$ cat src/rtl/reorder_buffer.sv
// Circular in-order commit queue: dispatch at tail, ALU/LSB write-back, in-order retire and
// one-cycle flush after a mispredicted branch/JALR retires. Optional macro: ROB_CDB_BYPASS_EN.
module reorder_buffer #(
  parameter int ROB_SIZE_WIDTH  = 3,
  parameter int XLEN            = 32,
  parameter int REG_CNT_WIDTH   = 5,
  parameter int INST_TYPE_WIDTH = 6
) (
  input  logic                       clk,
  input  logic                       rst,
  input  logic                       stall,
  input  logic                       dec_ready,
  input  logic [INST_TYPE_WIDTH-1:0] dec_op,
  input  logic [REG_CNT_WIDTH-1:0]   dec_rd,
  input  logic [XLEN-1:0]            dec_pc,
  input  logic                       dec_pred_jump,
  input  logic                       alu_ready,
  input  logic [ROB_SIZE_WIDTH-1:0]  alu_rob_id,
  input  logic [XLEN-1:0]            alu_val,
  input  logic                       alu_jump,
  input  logic [XLEN-1:0]            alu_target,
  input  logic                       lsb_ready,
  input  logic [ROB_SIZE_WIDTH-1:0]  lsb_rob_id,
  input  logic [XLEN-1:0]            lsb_val,
  input  logic [ROB_SIZE_WIDTH-1:0]  qry1_id,
  input  logic [ROB_SIZE_WIDTH-1:0]  qry2_id,
  output logic                       qry1_done,
  output logic                       qry2_done,
  output logic [XLEN-1:0]            qry1_val,
  output logic [XLEN-1:0]            qry2_val,
  output logic                       rob_ready,
  output logic [REG_CNT_WIDTH-1:0]   rob_rd,
  output logic [XLEN-1:0]            rob_val,
  output logic [ROB_SIZE_WIDTH-1:0]  rob_head_id,
  output logic [ROB_SIZE_WIDTH-1:0]  rob_tail_id,
  output logic                       rob_full,
  output logic                       rob_flush,
  output logic [XLEN-1:0]            rob_flush_pc
);

  localparam int DEPTH = 1 << ROB_SIZE_WIDTH;
  localparam logic [ROB_SIZE_WIDTH:0] FULL_CNT = {1'b1, {ROB_SIZE_WIDTH{1'b0}}};

  // Decoded op encoding shared with the decoder.
  localparam logic [INST_TYPE_WIDTH-1:0] OP_BEQ  = INST_TYPE_WIDTH'(1);
  localparam logic [INST_TYPE_WIDTH-1:0] OP_BGEU = INST_TYPE_WIDTH'(6);
  localparam logic [INST_TYPE_WIDTH-1:0] OP_SB   = INST_TYPE_WIDTH'(7);
  localparam logic [INST_TYPE_WIDTH-1:0] OP_SW   = INST_TYPE_WIDTH'(9);
  localparam logic [INST_TYPE_WIDTH-1:0] OP_JALR = INST_TYPE_WIDTH'(10);

  typedef enum logic {ST_RUN, ST_FLUSH} state_t;

  state_t                      r_state, w_state_nxt;
  logic [ROB_SIZE_WIDTH-1:0]   r_head, r_tail;
  logic [ROB_SIZE_WIDTH:0]     r_count;
  logic [DEPTH-1:0]            r_busy, r_done;

  logic [REG_CNT_WIDTH-1:0]    r_rd     [DEPTH];
  logic [XLEN-1:0]             r_val    [DEPTH];
  logic [XLEN-1:0]             r_target [DEPTH];
  logic [DEPTH-1:0]            r_is_br, r_is_jalr, r_pred, r_jump;

  logic w_full, w_commit, w_dispatch, w_mispredict;
  logic w_alu_wb, w_lsb_wb, w_dec_is_br, w_dec_is_st;
  logic w_unused_pc;

  // The pc is not needed for retirement; the redirect comes from the ALU target.
  assign w_unused_pc = ^dec_pc;

  assign w_full      = (r_count == FULL_CNT);
  assign rob_full    = w_full;
  assign rob_head_id = r_head;
  assign rob_tail_id = r_tail;

  assign w_dec_is_br = (dec_op >= OP_BEQ) && (dec_op <= OP_BGEU);
  assign w_dec_is_st = (dec_op >= OP_SB)  && (dec_op <= OP_SW);

  assign w_alu_wb = alu_ready && r_busy[alu_rob_id];
  assign w_lsb_wb = lsb_ready && r_busy[lsb_rob_id] && !(alu_ready && (alu_rob_id == lsb_rob_id));

  assign w_mispredict = r_is_jalr[r_head] || (r_is_br[r_head] && (r_jump[r_head] != r_pred[r_head]));

  always_ff @(posedge clk or posedge rst) begin
    if (rst) r_state <= ST_RUN;
    else     r_state <= w_state_nxt;
  end

  always_comb begin
    w_state_nxt = r_state;
    case (r_state)
      ST_RUN:   if (w_commit && w_mispredict) w_state_nxt = ST_FLUSH;
      ST_FLUSH: w_state_nxt = ST_RUN;
      default:  w_state_nxt = ST_RUN;
    endcase
  end

  always_comb begin
    w_commit   = 1'b0;
    w_dispatch = 1'b0;
    if (r_state == ST_RUN) begin
      w_commit   = r_busy[r_head] && r_done[r_head];
      w_dispatch = dec_ready && !stall && !w_full;
    end
  end

  always_ff @(posedge clk or posedge rst) begin
    if (rst) begin
      r_head       <= '0;
      r_tail       <= '0;
      r_count      <= '0;
      r_busy       <= '0;
      r_done       <= '0;
      rob_ready    <= 1'b0;
      rob_rd       <= '0;
      rob_val      <= '0;
      rob_flush    <= 1'b0;
      rob_flush_pc <= '0;
    end else begin
      rob_ready <= 1'b0;
      rob_flush <= 1'b0;
      if (w_alu_wb) r_done[alu_rob_id] <= 1'b1;
      if (w_lsb_wb) r_done[lsb_rob_id] <= 1'b1;
      if (w_commit) begin
        rob_ready      <= 1'b1;
        rob_rd         <= r_rd[r_head];
        rob_val        <= r_val[r_head];
        r_busy[r_head] <= 1'b0;
        r_done[r_head] <= 1'b0;
        r_head         <= r_head + 1'b1;
        if (w_mispredict) rob_flush_pc <= r_target[r_head];
      end
      if (w_dispatch) begin
        r_busy[r_tail] <= 1'b1;
        r_done[r_tail] <= 1'b0;
        r_tail         <= r_tail + 1'b1;
      end
      case ({w_dispatch, w_commit})
        2'b10:   r_count <= r_count + 1'b1;
        2'b01:   r_count <= r_count - 1'b1;
        default: r_count <= r_count;
      endcase
      // FLUSH cycle: commit and dispatch are already blocked, so this wipes the queue.
      if (r_state == ST_FLUSH) begin
        rob_flush <= 1'b1;
        r_busy    <= '0;
        r_done    <= '0;
        r_head    <= '0;
        r_tail    <= '0;
        r_count   <= '0;
      end
    end
  end

  always_ff @(posedge clk) begin
    if (w_alu_wb) begin
      r_val[alu_rob_id]    <= alu_val;
      r_jump[alu_rob_id]   <= alu_jump;
      r_target[alu_rob_id] <= alu_target;
    end
    if (w_lsb_wb) r_val[lsb_rob_id] <= lsb_val;
    if (w_dispatch) begin
      r_rd[r_tail]      <= (w_dec_is_br || w_dec_is_st) ? '0 : dec_rd;
      r_is_br[r_tail]   <= w_dec_is_br;
      r_is_jalr[r_tail] <= (dec_op == OP_JALR);
      r_pred[r_tail]    <= dec_pred_jump;
    end
  end

  always_comb begin
    qry1_done = r_busy[qry1_id] && r_done[qry1_id];
    qry1_val  = r_val[qry1_id];
    qry2_done = r_busy[qry2_id] && r_done[qry2_id];
    qry2_val  = r_val[qry2_id];
`ifdef ROB_CDB_BYPASS_EN
    // Same-cycle result forwarding; ALU checked last so it takes priority.
    if (w_lsb_wb && (lsb_rob_id == qry1_id)) begin qry1_done = 1'b1; qry1_val = lsb_val; end
    if (w_alu_wb && (alu_rob_id == qry1_id)) begin qry1_done = 1'b1; qry1_val = alu_val; end
    if (w_lsb_wb && (lsb_rob_id == qry2_id)) begin qry2_done = 1'b1; qry2_val = lsb_val; end
    if (w_alu_wb && (alu_rob_id == qry2_id)) begin qry2_done = 1'b1; qry2_val = alu_val; end
`else
`endif
  end

endmodule

$ cat config.mk
export PLATFORM = sky130hd
export DESIGN_NAME = reorder_buffer
export DESIGN_NICKNAME = d
export VERILOG_FILES = /design/src/rtl/reorder_buffer.sv
export SDC_FILE = /design/constraint.sdc
export NUM_CORES = 1
export LEC_CHECK = 0
export CAP_MARGIN = 30
export CORE_UTILIZATION = 39
export CTS_BUF_LIST = sky130_fd_sc_hd__clkbuf_16
export DETAILED_ROUTE_END_ITERATION = 12
export HOLD_SLACK_MARGIN = 0.02
export PLACE_DENSITY_LB_ADDON = 0.08
export REMOVE_ABC_BUFFERS = 1
export SLEW_MARGIN = 20
export SYNTH_ARGS = -nofsm -noshare
export SYNTH_HDL_FRONTEND = slang
export SYNTH_SLANG_ARGS = --single-unit
$ cat constraint.sdc
create_clock -name clk -period 5.9 [get_ports clk]
set_clock_uncertainty 0.1 [all_clocks]
set_input_delay 1.18 -clock clk [delete_from_list [all_inputs] [get_ports clk]]
set_output_delay 1.18 -clock clk [all_outputs]
set_load 0.005 [all_outputs]
After elaboration in Yosys (flattened, before gate mapping)
Memories as Yosys holds them, arrays and structs flattened. A register that Yosys moved wholly into a read port is not among the register bits. Cells that the tools add are included.

Reductions and logical operators: 26. Bitwise operators: 9. Eq/ne operators: 6. Order comparisons: 14. Muxes and demuxes: 63. $add $sub $neg: 4.

Operator list (number): $mux W8 (8); $bmux W1 S3 (12); $bwmux W8 (4); $mux W1 (27); $and A8 B8 Y8 (3); $lt A3 B4 Y1 const B (6); $or A8 B8 Y8 (3); $logic_and A1 B1 Y1 (17); $not A8 Y8 (2); $demux W1 S3 (4); $ge A3 B1 Y1 const B (4); $mux W3 (4); $pmux W4 S2 (1); $add A3 B1 Y3 const B (2); $eq A6 B4 Y1 const B (1); $ge A6 B1 Y1 const B (1); $ge A6 B3 Y1 const B (1); $le A6 B3 Y1 const B (1); $le A6 B4 Y1 const B (1); $mux W5 (1); $add A4 B1 Y4 const B (1); $eq A4 B4 Y1 const B (1); $mux W4 (1); $reduce_bool A2 Y1 (2); 11 further kinds (14).

Bits of input ports: 159. Output and inout port bits: 144. Bits in registers: 61. Memories: 3. Bits in writable memories: 552.

Memory list: r_target (depth 8, width 32, read ports 1, clocked after Yosys merged registers in 1, wr ports 1, line 60) `logic [XLEN-1:0] r_target [DEPTH];`; r_val (depth 8, width 32, read ports 3, clocked after Yosys merged registers in 1, wr ports 2, line 59) `logic [XLEN-1:0] r_val [DEPTH];`; r_rd (depth 8, width 5, read ports 1, clocked after Yosys merged registers in 1, wr ports 1, line 58) `logic [REG_CNT_WIDTH-1:0] r_rd [DEPTH];`.

Logic depth before layout (Yosys ltp)
Depth after elaboration: 13. Gate-level depth with buffers: 11.

Least setup slack after synthesis
OpenSTA, ideal clock, no wires.

Kind: input-to-reg. From: input port alu_rob_id[1]. To: memory r_val[6][0], enable pin. Stages: 6. Setup slack: 0.199 ns. Data required time: 5.425 ns. Arrival: 5.227 ns. Path through: clkbuf_1 -> nor2b_1 -> a22o_1 -> nand3_1 -> nor3b_1 -> or2_2.

RTL lines: start, declared (line 18) `input logic [ROB_SIZE_WIDTH-1:0] alu_rob_id,`; end, declared (line 59).

Final worst setup path
From: input port qry2_id[0]. To: output port qry2_val[20].

Cells in the longest elaborated chain, start to end: 1.

RTL lines: start, declared (line 26) `input logic [ROB_SIZE_WIDTH-1:0] qry2_id,`; $mem_v2 Z8 W32; end, declared (line 30) `output logic [XLEN-1:0] qry2_val,`.

Every way passes these cells.

==> qor.yml <==
critical_path:
  arrival_ns: 3.47
  path_common_cell: "buf_4"
  end_kind: "output port"
  crit_slowest_cell: "mux4_2"
  slowest_delay_ns: 0.56
  crit_chain: "buf_4, buf_4, mux4_2, mux2_2, clkdlybuf4s50_1"
  startpoint_type: "primary input"
  r2r_end: "r_count[3]"
  worstReg2RegStart: "rob_head_id[0]"
  required_ns: 4.62
  reg2reg_depth: 11
  ff2ff_setup_slack_ns: 1.90
  crit_type: "primary input to output port"
  crit_fanout: 28
cts:
  cts_inserted_buffers: 80
  cts-root-buf: "clkbuf_16"
  cts.htree.levels: 3
  cts_tree: "done"
  hold_buffers: 0
  cts.sinks: 682
  post_cts_buffers: 0
  clockBufferDepth: 3
  cts.repair.resized: 0
  path_clk_slew_ns: 0.06
  clk_latency_ns: 0.63
timing:
  finalHoldViolCount: 0
  slew_headroom_pct: 35.3
  slew_viol_final: 0
  finalSetupViolCount: 0
  worst_pin_slew_ns: 0.971
  setup_ws_ns: 1.15
  holdWs_ns: 0.383
  tns_ns: 0
  final.min_clock_period_ns: 4.75
  rsz0062_at_grt: "false"
  clock.fmax_mhz: 210
  final.period_utilization_pct: 80.5
logic_synthesis:
  syn_inst: 2087
  synth_top_family_by_area: "multiplexers"
  synthSimpleGateAreaFrac_pct: 2.80
  syn_avg_cell_area_um2: 16.0
  yosysSeqAreaShare_pct: 59.7
  yosys-top-cells-area: "edfxtp_1, mux2_2, mux4_2, dfrtp_1, a221oi_1"
  synth_top_area_cell: "edfxtp_1"
  synth_cell_types: 61
  synth.area.mux_share_pct: 25.9
  synth_xor_area_share_pct: 0.262
  synth_top_area_share_pct: 52.4
  yosys.area_share.adder_pct: 0.150
  synth_compound_area_share_pct: 8.60
  synth_seq_cells: 682
  synth_commonest_cells: "edfxtp_1, mux2_2, mux4_2, a221oi_1, dfrtp_1"
  synth-warning-count: 0
  yosysMostFrequentCell: "edfxtp_1"
  synth_edf_count: 584
  synth_flop_cell: "edfxtp_1"
  synthesis.area_mm2: 0.0335
  async_flop_share_pct: 14.4
route:
  drc: 0
  ant_nets: 0
  vias: 21200
  viasPerCell: 5.95
  drt-initial-drc-count: 1893
  routed_wl_mm: 108
  wl_per_cell_um: 30.4
  drtPass1Iterations: 5
power_and_ir_drop:
  p_int_w: 0.0106
  p_seq_share_pct: 39.5
  comb_power_share_pct: 30.8
  power.density_mw_per_mm2: 393
  switching_share_pct: 32.9
  clkPwrFrac_pct: 29.7
  p_leak_nw: 13.3
  ir_worst_vdd_mv: 0.241
  p_sw_w: 0.00519
grt:
  grt_pass1_vias: 21900
  overflow: 0
  grt_max_degree: 71
  grt_pass1_wl_mm: 155
  grt_usage_pct: 24.8
  antenna_found_initial: 12
worst_hold_path:
  min_to: "rob_flush_pc[10]"
  min_from: "rob_flush_pc[10]"
  hp-class: "flip-flop to flip-flop"
  holdPathStages: 1
placed_design:
  dp_hpwl_mm: 60.4
  gp_congestion: 0.785
  io_buffers: 270
  dpl_worst_slack_ns: 1.10
finish:
  final_util_pct: 47.3
  drive_gt1_share_pct: 33.2
  syn_to_final_growth_pct: 20.0
  final_nets: 2500
floorplan:
  coreArea_mm2: 0.0850
  die_h_um: 295
  fp.dieW_um: 295
  io_pins: 303
  start_util_pct: 39.4
  die-area_mm2: 0.0870
  rows: 107
flow_run:
  drv_cap: 0
outcome:
  status: "finished clean"
## flip-flops by register name (all words and copies together), names as in the netlist
| register | flops |
|---|---|
| r_is_jalr | 8 |
| r_jump | 8 |
| r_count | 4 |
| rob_val | 32 |
| r_busy | 8 |
| r_val | 256 |
| rob_tail_id | 3 |
| rob_head_id | 3 |
| r_rd | 40 |
| r_target | 256 |
| rob_flush_pc | 32 |
| r_pred | 8 |
| rob_rd | 5 |
| r_done | 8 |
| rob_ready | 1 |
| r_is_br | 8 |
| r_state | 1 |
| rob_flush | 1 |
## power groups by stage
stage	Clock, W	Sequential (W)	Combinational, W
final	0.00469	0.00624	0.00486
after global routing	0.00496	0.00631	0.00521
after CTS	0.00479	0.00624	0.00491
after detailed placement	0	0.00634	0.00488
after global placement	0	0.00632	0.00484
after floorplan	0	0.00636	0.00252
## logic make-up (layout without fill, tap and decap cells)
group,Yosys count,count (layout)
flip-flops,682,682
multiplexers,636,636
AO/OA/AOI/OAI,385,385
buffers and inverters,187,504
AND/OR/NAND/NOR,183,183
XOR/XNOR,10,10
adder cells (fa/ha/maj),4,4
other,0,7
## metal layers
metal | GRT usage (%) | up-vias | routed length [um]
met5 | 0 | - | 99
met4 | 7.04 | 16 | 2800
met3 | 4.83 | 198 | 7170
met2 | 42.3 | 745 | 54000
met1 | 32.1 | 11100 | 44200
li1 | - | 9122 | -
## stage by stage
stage / instances / power (W) / instance area (um2)
global placement: 3391 / 0.0112 / 37600
finish: 3555 / 0.0158 / 40200
detailed placement: 3397 / 0.0112 / 37600
floorplan: 1913 / 0.00888 / 32700
CTS: 3546 / 0.0159 / 40100
global route: 3552 / 0.0165 / 40200
## worst max-delay path by stage
stage	start	endpoint	slack (ns)	depth (start not counted)
after floorplan	rob_head_id[2]	rob_flush_pc[2]	-2.25	6
after global placement	qry2_id[0]	qry2_val[7]	1.15	5
after detailed placement	qry2_id[0]	qry2_val[7]	1.10	5
after CTS	qry2_id[0]	qry2_val[7]	1.10	5
after global routing	qry2_id[0]	qry2_val[10]	1.04	5
final	qry2_id[0]	qry2_val[20]	1.15	5
## final cells by class
cell class	instances	area, um2
antenna	7	17.5
clock buffer	82	2050
clock inverter	67	428
fill	7315	44800
inverter	13	56.3
multi-input combinational	1218	12700
sequential	682	20000
tap	1144	1430
timing repair buffer	342	3480
## worst max-delay path: cells and delay by family
family	cells	cell delay, ns
mux	2	0.87
buf+inv	3	1.40
## placed cells by master, fill, tap and decap left out, types with 34 or more instances in the layout
cell type | netlist | final
nand2_1 | 34 | 34
a21oi_1 | 86 | 86
edfxtp_1 | 584 | 584
mux2_1 | 49 | 49
a22oi_1 | 51 | 51
a221oi_1 | 120 | 120
nor2_1 | 69 | 62
clkbuf_16 | 0 | 82
dfrtp_1 | 98 | 95
mux2_2 | 424 | 424
clkdlybuf4s50_1 | 0 | 264
buf_4 | 25 | 52
mux4_2 | 137 | 137
No activity file was read; power rests on OpenSTA's default activity.
